File: src/rtl/mult_table_writer_if.sv
// Write port between the table generator and the table RAM.
// The generator drives address/data/enable and the RAM returns wr_ready.
interface mult_table_writer_if #(
  parameter int N = 4
) ();
  logic             wr_en;
  logic [2*N-1:0]   wr_addr;
  logic [2*N-1:0]   wr_data;
  logic             wr_ready;

  modport master (
    output wr_en,
    output wr_addr,
    output wr_data,
    input  wr_ready
  );

  modport slave (
    input  wr_en,
    input  wr_addr,
    input  wr_data,
    output wr_ready
  );
endinterface

File: src/rtl/mult_table_writer.sv
// Builds the full NxN multiplication table in-system: every {a,b} entry gets a*b,
// computed with an N-cycle shift-add multiplier and written in ascending address order.
module mult_table_writer #(
  parameter int N = 4
) (
  input  logic                clk,
  input  logic                rst_n,
  input  logic                start,
  input  logic                abort,
  output logic                busy,
  output logic                done,
  mult_table_writer_if.master wr
);

  localparam int AW = 2 * N;
  localparam int CW = (N > 1) ? $clog2(N) : 1;

  typedef enum logic [2:0] {
    IDLE,
    LOAD,
    MUL,
    WRITE,
    DONE
  } state_t;

  state_t          state;
  logic [AW-1:0]   addr;      // {a, b}; b wraps into a as one counter
  logic [AW-1:0]   mcand;
  logic [AW-1:0]   acc;
  logic [N-1:0]    mplier;
  logic [CW-1:0]   cnt;
  logic            wr_en_q;

  // acc is frozen while in WRITE, so it doubles as the write data register.
  assign wr.wr_en   = wr_en_q;
  assign wr.wr_addr = addr;
  assign wr.wr_data = acc;

  // NOTE: every register here uses non-blocking assignment so all updates in a
  // cycle see the pre-edge values (e.g. acc adds the old mcand, not the shifted one).
  always_ff @(posedge clk or negedge rst_n) begin
    if (!rst_n) begin
      state   <= IDLE;
      addr    <= '0;
      mcand   <= '0;
      acc     <= '0;
      mplier  <= '0;
      cnt     <= '0;
      wr_en_q <= 1'b0;
      busy    <= 1'b0;
      done    <= 1'b0;
    end else begin
      done <= 1'b0;
      case (state)
        IDLE: begin
          if (start) begin
            addr  <= '0;
            busy  <= 1'b1;
            state <= LOAD;
          end
        end

        LOAD: begin
          if (abort) begin
            busy  <= 1'b0;
            state <= IDLE;
          end else begin
            mcand  <= AW'(addr[AW-1:N]);
            mplier <= addr[N-1:0];
            acc    <= '0;
            cnt    <= '0;
            state  <= MUL;
          end
        end

        MUL: begin
          if (abort) begin
            busy  <= 1'b0;
            state <= IDLE;
          end else begin
            if (mplier[0]) begin
              acc <= acc + mcand;
            end
            mcand  <= mcand << 1;
            mplier <= mplier >> 1;
            cnt    <= cnt + CW'(1);
            if (cnt == CW'(N - 1)) begin
              wr_en_q <= 1'b1;
              state   <= WRITE;
            end
          end
        end

        WRITE: begin
          // abort wins over wr_ready; a write accepted on this edge still lands in the RAM.
          if (abort) begin
            wr_en_q <= 1'b0;
            busy    <= 1'b0;
            state   <= IDLE;
          end else if (wr.wr_ready) begin
            wr_en_q <= 1'b0;
            if (&addr) begin
              busy  <= 1'b0;
              done  <= 1'b1;
              state <= DONE;
            end else begin
              addr  <= addr + AW'(1);
              state <= LOAD;
            end
          end
        end

        DONE: begin
          state <= IDLE;
        end

        default: begin
          wr_en_q <= 1'b0;
          busy    <= 1'b0;
          state   <= IDLE;
        end
      endcase
    end
  end

endmodule

File: src/flat_wrapper.sv
// flat-port wrapper written by rule: the top's interface ports become plain ports
module mult_table_writer_flat 
#(
  parameter int N = 4
)
  (clk, rst_n, start, abort, busy, done, wr_wr_en, wr_wr_addr, wr_wr_data, wr_wr_ready);
  mult_table_writer_if #(.N(N)) wr_i ();
  input  logic clk;
  input  logic rst_n;
  input  logic start;
  input  logic abort;
  output logic busy;
  output logic done;
  output wire logic [$bits(wr_i.wr_en)-1:0] wr_wr_en;
  output wire logic [$bits(wr_i.wr_addr)-1:0] wr_wr_addr;
  output wire logic [$bits(wr_i.wr_data)-1:0] wr_wr_data;
  input wire logic [$bits(wr_i.wr_ready)-1:0] wr_wr_ready;
  assign wr_wr_en = wr_i.wr_en;
  assign wr_wr_addr = wr_i.wr_addr;
  assign wr_wr_data = wr_i.wr_data;
  assign wr_i.wr_ready = wr_wr_ready;
  mult_table_writer #(.N(N)) u_core (.clk(clk), .rst_n(rst_n), .start(start), .abort(abort), .busy(busy), .done(done), .wr(wr_i));
endmodule
File: config.mk
export PLATFORM = sky130hd
export DESIGN_NAME = mult_table_writer_flat
export DESIGN_NICKNAME = d
export VERILOG_FILES = /design/src/rtl/mult_table_writer_if.sv /design/src/rtl/mult_table_writer.sv /design/src/flat_wrapper.sv
export SDC_FILE = /design/constraint.sdc
export NUM_CORES = 1
export LEC_CHECK = 0
export ABC_AREA = 1
export CORE_MARGIN = 3
export CORE_UTILIZATION = 31
export DETAILED_ROUTE_END_ITERATION = 10
export GPL_TIMING_DRIVEN = 0
export MAX_ROUTING_LAYER = met4
export PLACE_DENSITY = 0.51
export REMOVE_ABC_BUFFERS = 1
export SLEW_MARGIN = 0
export SYNTH_ARGS = -nofsm -noshare
export SYNTH_HDL_FRONTEND = slang
export SYNTH_SLANG_ARGS = --single-unit
File: constraint.sdc
create_clock -name clk -period 3.73 [get_ports clk]
set_input_delay 0.373 -clock clk [delete_from_list [all_inputs] [get_ports clk]]
set_output_delay 0.373 -clock clk [all_outputs]
set_load 0.05 [all_outputs]
* Yosys cells after proc, flatten, opt, wreduce, memory -nomap -nowiden
Cells that the tools add are included.
W data, S select, Z words.
** Storage, ports and cells
- Flip-flop bits (word level) :: 36
- Latch bits :: 0
- RAM bits :: 0
- Memory bits (read-only) :: 0
- Input port bits :: 5
- Logic and storage cells :: 84
- Memories :: 0
** Operators by class
- $add $sub $neg :: 3
- $mul :: 0
- Divide/modulo/power cells :: 0
- Order comparisons :: 0
- Eq/ne operators :: 17
- Shift-type cells :: 0
- Muxes and demuxes :: 41
- Bitwise gates (word level) :: 2
- Reduce and logical (&&, ||, !) cells :: 12
** Operators with widths (number)
- $mux W8 :: 9
- $pmux W8 S2 :: 3
- $mux W3 :: 6
- $mux W1 :: 13
- $ne A2 B2 Y1 const B :: 6
- $pmux W3 S4 :: 1
- $reduce_and A5 Y1 :: 2
- $add A8 B1 Y8 const B :: 1
- $add A8 B8 Y8 :: 1
- $mux W4 :: 2
- $pmux W4 S2 :: 1
- $reduce_and A4 Y1 :: 2
- $reduce_and A8 Y1 :: 1
- $eq A3 B2 Y1 const B :: 2
- $mux W2 :: 3
- $ne A2 B1 Y1 const B :: 3
- $ne A3 B2 Y1 const B :: 2
- $reduce_and A3 Y1 :: 2
- $pmux W1 S4 :: 1
- $pmux W2 S2 :: 1
- $reduce_bool A2 Y1 :: 2
- $eq A3 B1 Y1 const B :: 1
- $eq A3 B3 Y1 const B :: 1
- $logic_not A3 Y1 :: 1
- 7 further kinds :: 8

* Depth between registers and ports, before layout
Gate-level depths: netlist (run 1).
- Depth after elaboration :: 5
- Depth in mapped cells :: 11
- Gate-level depth less buffers :: 11

* Worst setup path after synthesis (run 1)
No wires, ideal clock.
- Kind :: register to register
- Start :: register u_core.acc[0], in the netlist u_core.wr.wr_data[0]
- End :: register u_core.acc[6], in the netlist u_core.wr.wr_data[6]
- Library setup time :: 118 ps
- Arrival time :: 1751 ps
- Path slack :: 1861 ps
- Cell stages (with the launch flop) :: 12
- Buffers on the path :: 0
- Clock period less this slack :: 1869 ps
- Cell sequence :: dfrtp_1 -> ha_1 -> inv_1 -> fa_1 -> inv_1 -> nand2_1 -> nand2_1 -> nand3b_1 -> nand2_1 -> nand2_1 -> nand3_1 -> nand2_1
** On the way
- Word-level cells in the longest chain between the ends :: 4
** Ends and longest elaborated chain
- start: declaration :: line mult_table_writer.sv:29 : logic [AW-1:0] acc;
- start signal: assignment :: line mult_table_writer.sv:82 : acc <= acc + mcand;
- $add A8 B8 Y8 :: line mult_table_writer.sv:82
- $mux W8 :: line mult_table_writer.sv:81 : if (mplier[0]) begin
- $mux W8 :: line mult_table_writer.sv:77 : if (abort) begin
- $pmux W8 S2 :: line mult_table_writer.sv:54 : case (state)
No other way between the ends. The select of a mux whose other input is x is not followed.
A chain may end at the register's enable or synchronous reset.

* Worst setup path after layout (run 1)
- Start :: register u_core.addr[0], in the netlist u_core.wr.wr_addr[0]
- End :: output port wr_wr_addr[0]
** RTL lines
- start: declaration :: line mult_table_writer.sv:27 : logic [AW-1:0] addr;
- start signal: assignment :: line mult_table_writer.sv:107 : addr <= addr + AW'(1);
- end: declaration :: line flat_wrapper.sv:15 : output wire logic [$bits(wr_i.wr_addr)-1:0] wr_wr_addr;
No word-level cell between the ends.

==> results.toml, run 1 <==
[drt]
drtIter0Drc = 61
drt-wirelength-per-cell_um = 12.0
vias = 1772
viasPerCell = 4.69
drt_wl_total_um = 4550
dr.pass1.iters = 4
antenna_left = 0
drc = 0

[clocking]
cts_repair_resize_count = 0
clk_pin_slew_ns = 0.07
cts-root-buf = "clkbuf_8"
worstSkewPairLatency_ns = 0.28
cts_tree = "done"
cts_sinks = 36
cts-buffers-inserted = 5
cts_buffer_depth = 2
htreeDepth = 2
ctsHoldBuffers = 0
cts_setup_buffers = 0

[global_route]
grt.total_usage_pct = 13.8
gr-total-overflow = 0
antenna_found_initial = 0
grt_start_max_net_pins = 37
use_met2_pct = 22.2
grt_pass1_vias = 1758
grt_pass1_wl_um = 8200
grt_busiest_layer = "met2"
grtUsageMet1_pct = 17.8
met3_usage_pct = 2.79

[timing]
rsz0062_at_grt = "no"
finalHoldViolCount = 0
setup_viol = 0
slew_headroom_pct = 44.3
setup_tns_ns = 0
finClkSkew_ns = 0.00283
whs_ns = 0.184
slew_violations = 0
max_freq_mhz = 502
post-route-period-util_pct = 53.4
finalCriticalPeriod_ns = 1.99
worst_pin_slew_ns = 0.836

[critical_path]
reg2reg_slack_ns = 1.96
slowest_stage = "clkdlybuf4s50_1"
reg2reg_from = "u_core.state[1]$_DFFE_PN0P_"
critPathCaptureType = "output port"
cp.arrival_ns = 1.62
worstPathRequired_ns = 3.36
rr_worst_depth = 8
r2r_end = "u_core.wr.wr_data[7]$_DFFE_PN0P_"
crit_family = "buffers and inverters"
crit_chain = "clkdlybuf4s50_1"
cp.depth = 1
slowest_delay_ns = 0.86
path_buf_inv = 1
path_class = "register to output port"
cp-start-kind = "register"
crit_fanout = 7
critPathLaunch = "u_core.wr.wr_addr[0]$_DFFE_PN0P_"

[floorplanning]
num_rows = 29
die_w_um = 88.2
io_pins = 24
die_area_mm2 = 0.00779
dieHeight_um = 88.2
initial_core_util_pct = 32.5
core_area_mm2 = 0.00646

[power_and_ir_drop]
p_int_mw = 0.823
powerDensity_mw_per_mm2 = 589
p_switching_mw = 0.644
p_clk_share_pct = 19.9
pwr-share-comb_pct = 43.9
seqPwrFrac_pct = 36.2
design_power_total_mw = 1.47
sw_frac_of_total_pct = 43.9
peakVddDrop_mv = 0.290
leakage_nw = 1.25

[run_status]
status = "finished clean"

[synthesis]
synth_cells = 273
seq_area_frac_synth_pct = 43.0
ys_warn_count = 0
ys_types = 29
ys_ff_latch = 36
syn_avg_cell_area_um2 = 7.68
syn_area_mm2 = 0.00210

[placement]
gp_congestion = 0.805
postPlaceCellArea_mm2 = 0.00240
place.detailed.hpwl_um = 3300
io_buffers = 23

[finish]
areaGrowthSynthToFinish_pct = 18.8
drive_gt1_share_pct = 6.98
layout_commonest_cell = "nand2_1"
design_area_mm2 = 0.00249
antenna_cells = 0
layout_common_cells = "nand2_1, inv_1, dfrtp_1"
fillers = 691
fin_nets = 315

[min_path]
worstHoldPathType = "primary input to async pin"

[run]
drv_cap = 0
-- synth_stat cells --
cell | number | share of area, %
a31oi_1 | 1 | 0.30
o22ai_1 | 4 | 1.2
a21oi_1 | 7 | 1.7
nor4_1 | 2 | 0.60
nand3_1 | 19 | 4.5
buf_4 | 1 | 0.36
nand2_1 | 90 | 16
o21ai_0 | 11 | 2.6
nor2_4 | 2 | 1.1
nor2_1 | 14 | 2.5
dfrtp_1 | 36 | 43
a21oi_2 | 1 | 0.42
nor3_1 | 2 | 0.48
nand3b_1 | 5 | 1.8
nand2_2 | 4 | 1.2
nor2_2 | 1 | 0.30
ha_1 | 9 | 5.4
inv_2 | 1 | 0.18
nand4_1 | 3 | 0.90
buf_2 | 2 | 0.48
nand2_4 | 2 | 1.1
o21ai_1 | 4 | 0.95
o211ai_1 | 4 | 1.4
nand3_2 | 2 | 0.95
xor2_1 | 4 | 1.7
or2_2 | 1 | 0.30
inv_1 | 38 | 6.8
xnor2_1 | 2 | 0.84
fa_1 | 1 | 0.95
-- how the worst max path moves through the flow --
| stage | to | slack (ns) |
|---|---|---|
| floorplan | u_core.wr.wr_data[6]$_DFFE_PN0P_ | 1.86 |
| global placement | u_core.busy$_DFFE_PN0P_ | 1.31 |
| detailed placement | u_core.wr.wr_data[7]$_DFFE_PN0P_ | 1.43 |
| CTS | wr_wr_addr[4] | 1.70 |
| global route | u_core.wr.wr_data[7]$_DFFE_PN0P_ | 1.56 |
| finish | wr_wr_addr[0] | 1.74 |
-- worst register-to-register path: stages (launching register included) --
cell and delay, ns:
dfrtp_1 0.38, inv_1 0.10, nor2_4 0.12, nand3_2 0.17, nand2_2 0.35, nand2_2 0.25, nor2_4 0.19, nand3_1 0.09
nand2_1 0.06
-- logic make-up after synthesis --
logic type	synth area share (%)
AND/OR/NAND/NOR	31.8
buffers and inverters	7.82
flip-flops	43.0
AO/OA/AOI/OAI	8.59
adder cells (fa/ha/maj)	6.32
XOR/XNOR	2.51
-- state kept, by name, indices dropped and copies added (netlist names) --
signal and flops:
u_core.cnt 2, u_core.done 1, u_core.mplier 4, u_core.wr.wr_data 8, u_core.state 3, u_core.wr.wr_addr 8
u_core.mcand 8, u_core.wr.wr_en 1, u_core.busy 1
-- power groups by stage --
stage | registers (mW) | logic [mW] | clock network [mW]
after global routing | 0.544 | 0.732 | 0.320
after CTS | 0.534 | 0.654 | 0.305
after global placement | 0.540 | 0.647 | 0
after floorplan | 0.635 | 0.375 | 0
final | 0.531 | 0.644 | 0.291
after detailed placement | 0.540 | 0.654 | 0
-- metal layers --
layer	vias up	wire [um]
li1	932	-
met1	810	2280
met2	26	2080
met3	4	156
met4	0	36
met5	-	0
-- final cells by class --
cell class	instances	area (um2)	area share (%)
multi-input cells	195	1030	41.4
repair buffers	23	225	9.04
well taps	77	96.3	3.87
flip-flops and latches	36	901	36.2
inverters	39	146	5.88
clock buffers	8	90.1	3.62
-- through the flow --
step                      worst slack (ns)  utilization, %  instances
after floorplan                       1.86               -        270
after global placement                1.31            37.3        370
after detailed placement              1.43            37.2        370
after CTS                             1.70            38.6        378
after global routing                  1.56            38.6        378
final                                 1.74            38.6        378
(Power assumes the default switching activity.)
==> run 2, diff against run 1 <==
--- a/config.mk
+++ b/config.mk
@@ -11,7 +11,7 @@
 export DETAILED_ROUTE_END_ITERATION = 10
 export GPL_TIMING_DRIVEN = 0
 export MAX_ROUTING_LAYER = met4
-export PLACE_DENSITY = 0.51
+export PLACE_DENSITY = 0.53
 export REMOVE_ABC_BUFFERS = 1
 export SLEW_MARGIN = 0
 export SYNTH_ARGS = -nofsm -noshare
==> constraint.sdc (replaced) <==
create_clock -name clk -period 1.6 [get_ports clk]
set_input_delay 0.16 -clock clk [delete_from_list [all_inputs] [get_ports clk]]
set_output_delay 0.16 -clock clk [all_outputs]
set_load 0.05 [all_outputs]
==> run 2 against run 1 <==
Worst hold slack worse by 0.21 ns. Clock skew is 0.0014 ns higher. Sequential share of layout area is 2.0 points lower. Global-route usage hardly changed. Via count is 2.4% higher. Core utilization is 2.4 points higher. Total power is 150% higher. The run now ends with hold timing left. Register-to-register slack worse by 1.9 ns. Highest routed layer unchanged. First-iteration DRC count is 23% lower.
==> results.toml, run 2 (synthesis gave the netlist of run 1 again) <==
[critical_path]
slowest_delay_ns = 0.38
path_class = "register to register"
cp.arrival_ns = 1.77
crit_fanout = 3
crit_family = "adder cells"
critPathCaptureType = "register"
worstPathRequired_ns = 1.79
slowest_stage = "dfrtp_1"
path_buf_inv = 2
crit_chain = "ha_2, inv_2, fa_2, inv_2, nand2_2, nand2_2, nand3b_1, nand2_1, nand2_1, nand3_1, nand2_1"
cp-start-kind = "register"
crit_path_frequent_cell = "nand2_1"

[power_and_ir_drop]
powerDensity_mw_per_mm2 = 1370
peakVddDrop_mv = 0.767
leakage_nw = 1.42
sw_frac_of_total_pct = 44.3
pwr-share-comb_pct = 46.2
p_switching_mw = 1.61
p_int_mw = 2.02
design_power_total_mw = 3.63
seqPwrFrac_pct = 34.1
p_clk_share_pct = 19.7

[finish]
fin_nets = 326
areaGrowthSynthToFinish_pct = 26.3
drive_gt1_share_pct = 16.4
design_area_mm2 = 0.00265
fillers = 693
layout_common_cells = "nand2_1, inv_1, dfrtp_1"
layout_commonest_cell = "nand2_1"
antenna_cells = 0

[timing]
max_freq_mhz = 631
worst_pin_slew_ns = 0.835
slew_headroom_pct = 44.3
slew_violations = 0
rsz0062_at_grt = "yes"
finalHoldViolCount = 36
post-route-period-util_pct = 99.1
finalCriticalPeriod_ns = 1.59
whs_ns = -0.0302
finClkSkew_ns = 0.00425
layout_setup_ws_ns = 0.0145
setup_viol = 0

[clocking]
cts_buffer_depth = 2
cts_tree = "done"
clk_pin_slew_ns = 0.07
worstSkewPairLatency_ns = 0.29
cts-root-buf = "clkbuf_8"
cts_sinks = 36
cts-buffers-inserted = 5
htreeDepth = 2

[drt]
viasPerCell = 4.68
wl_met3_um = 191
drt-wirelength-per-cell_um = 12.1
drc = 0
top_layer = "met4"
dr.pass1.iters = 4
vias = 1814
m1WireLength_um = 2310
drtIter0Drc = 47
dr_wl_met2_um = 2130
drt_wl_total_um = 4680
antenna_left = 0

[placement]
place.detailed.hpwl_um = 3210
postPlaceCellArea_mm2 = 0.00240
gp_congestion = 0.811
io_buffers = 23
pre_cts_slack_ns = -0.494

[global_route]
grt.total_usage_pct = 13.9
gr-total-overflow = 0
grt_start_max_net_pins = 37
grt_pass1_vias = 1757
grt_pass1_wl_um = 8200
antenna_found_initial = 0

[floorplanning]
die_w_um = 88.2
num_rows = 29
die_area_mm2 = 0.00779
io_pins = 24
dieHeight_um = 88.2
initial_core_util_pct = 32.5
core_area_mm2 = 0.00646

[run_status]
status = "finished, violations left"
violations = "hold timing"

[min_path]
worstHoldPathType = "primary input to async pin"

[run]
drv_cap = 0
-- run 2: changes by cell type in the layout (fill, tap and decap cells not counted), moves of 4 or more --
cell	before	now
clkdlybuf4s50_1	22	3
buf_4	0	10
nand2_1	90	84
inv_1	38	34
dlygate4sd2_1	0	18
nand2_4	2	7
-- run 2: layout make-up --
cell class | instances | area [um2] | area share (%)
multi-input cells | 196 | 1120 | 42.3
flip-flops and latches | 36 | 903 | 34.1
repair buffers | 33 | 280 | 10.6
inverters | 39 | 150 | 5.67
clock buffers | 7 | 96.3 | 3.64
well taps | 77 | 96.3 | 3.64
-- run 2: repair_timing --
| item | in CTS | in global routing |
|---|---|---|
| hold endpoints to repair | 0 | 0 |
| resized for setup | 23 | 21 |
| hold buffers | 0 | 0 |
| pin swaps | 1 | 5 |
| buffers inserted | 5 | 5 |
| setup endpoints to repair | 38 | 24 |
| cloned | 1 | 0 |
-- run 2: power groups by stage --
stage,Sequential [mW],Combinational (mW),Clock (mW)
5_1_grt,1.26,1.89,0.774
3_3_place_gp,1.26,1.50,0
2_1_floorplan,1.48,0.874,0
6_report,1.24,1.68,0.715
4_1_cts,1.22,1.58,0.753
3_5_place_dp,1.26,1.51,0
-- run 2: through the flow --
stage          util [%]  hold WS (ns)  setup TNS [ns]  cells
2_1_floorplan         -        -0.136           -1.91    270
3_3_place_gp       37.3         0.461          -27.98    370
3_5_place_dp       37.2         0.322           -6.28    370
4_1_cts            39.2       0.00133         -0.0197    383
5_1_grt            41.0        0.0318          -0.176    388
6_report           41.0       -0.0302               0    388
-- run 2: worst register-to-register path, cell delays in order (launching register included) --
cell      delay [ns]
dfrtp_1         0.38
ha_2            0.20
inv_2           0.04
fa_2            0.35
inv_2           0.06
nand2_2         0.04
nand2_2         0.06
nand3b_1        0.11
nand2_1         0.08
nand2_1         0.04
nand3_1         0.07
nand2_1         0.05
-- run 2: final timing paths --
check	from	to	slack (ns)	depth (start not counted)
min reg2reg	u_core.busy$_DFFE_PN0P_	u_core.busy$_DFFE_PN0P_	0.48	2
max in group asynchronous	rst_n	u_core.wr.wr_addr[0]$_DFFE_PN0P_	1.06	1
min in group clk	u_core.busy$_DFFE_PN0P_	u_core.busy$_DFFE_PN0P_	0.48	2
max	u_core.wr.wr_data[0]$_DFFE_PN0P_	u_core.wr.wr_data[6]$_DFFE_PN0P_	0.01	11
min	rst_n	u_core.wr.wr_data[5]$_DFFE_PN0P_	-0.03	1
max reg2reg	u_core.wr.wr_data[0]$_DFFE_PN0P_	u_core.wr.wr_data[6]$_DFFE_PN0P_	0.01	11
-- run 2: layer usage --
layer | global-route usage [%] | up-vias
li1 | - | 954
met1 | 17.6 | 814
met2 | 22.0 | 40
met3 | 3.17 | 6
met4 | 4.26 | 0
met5 | - | -
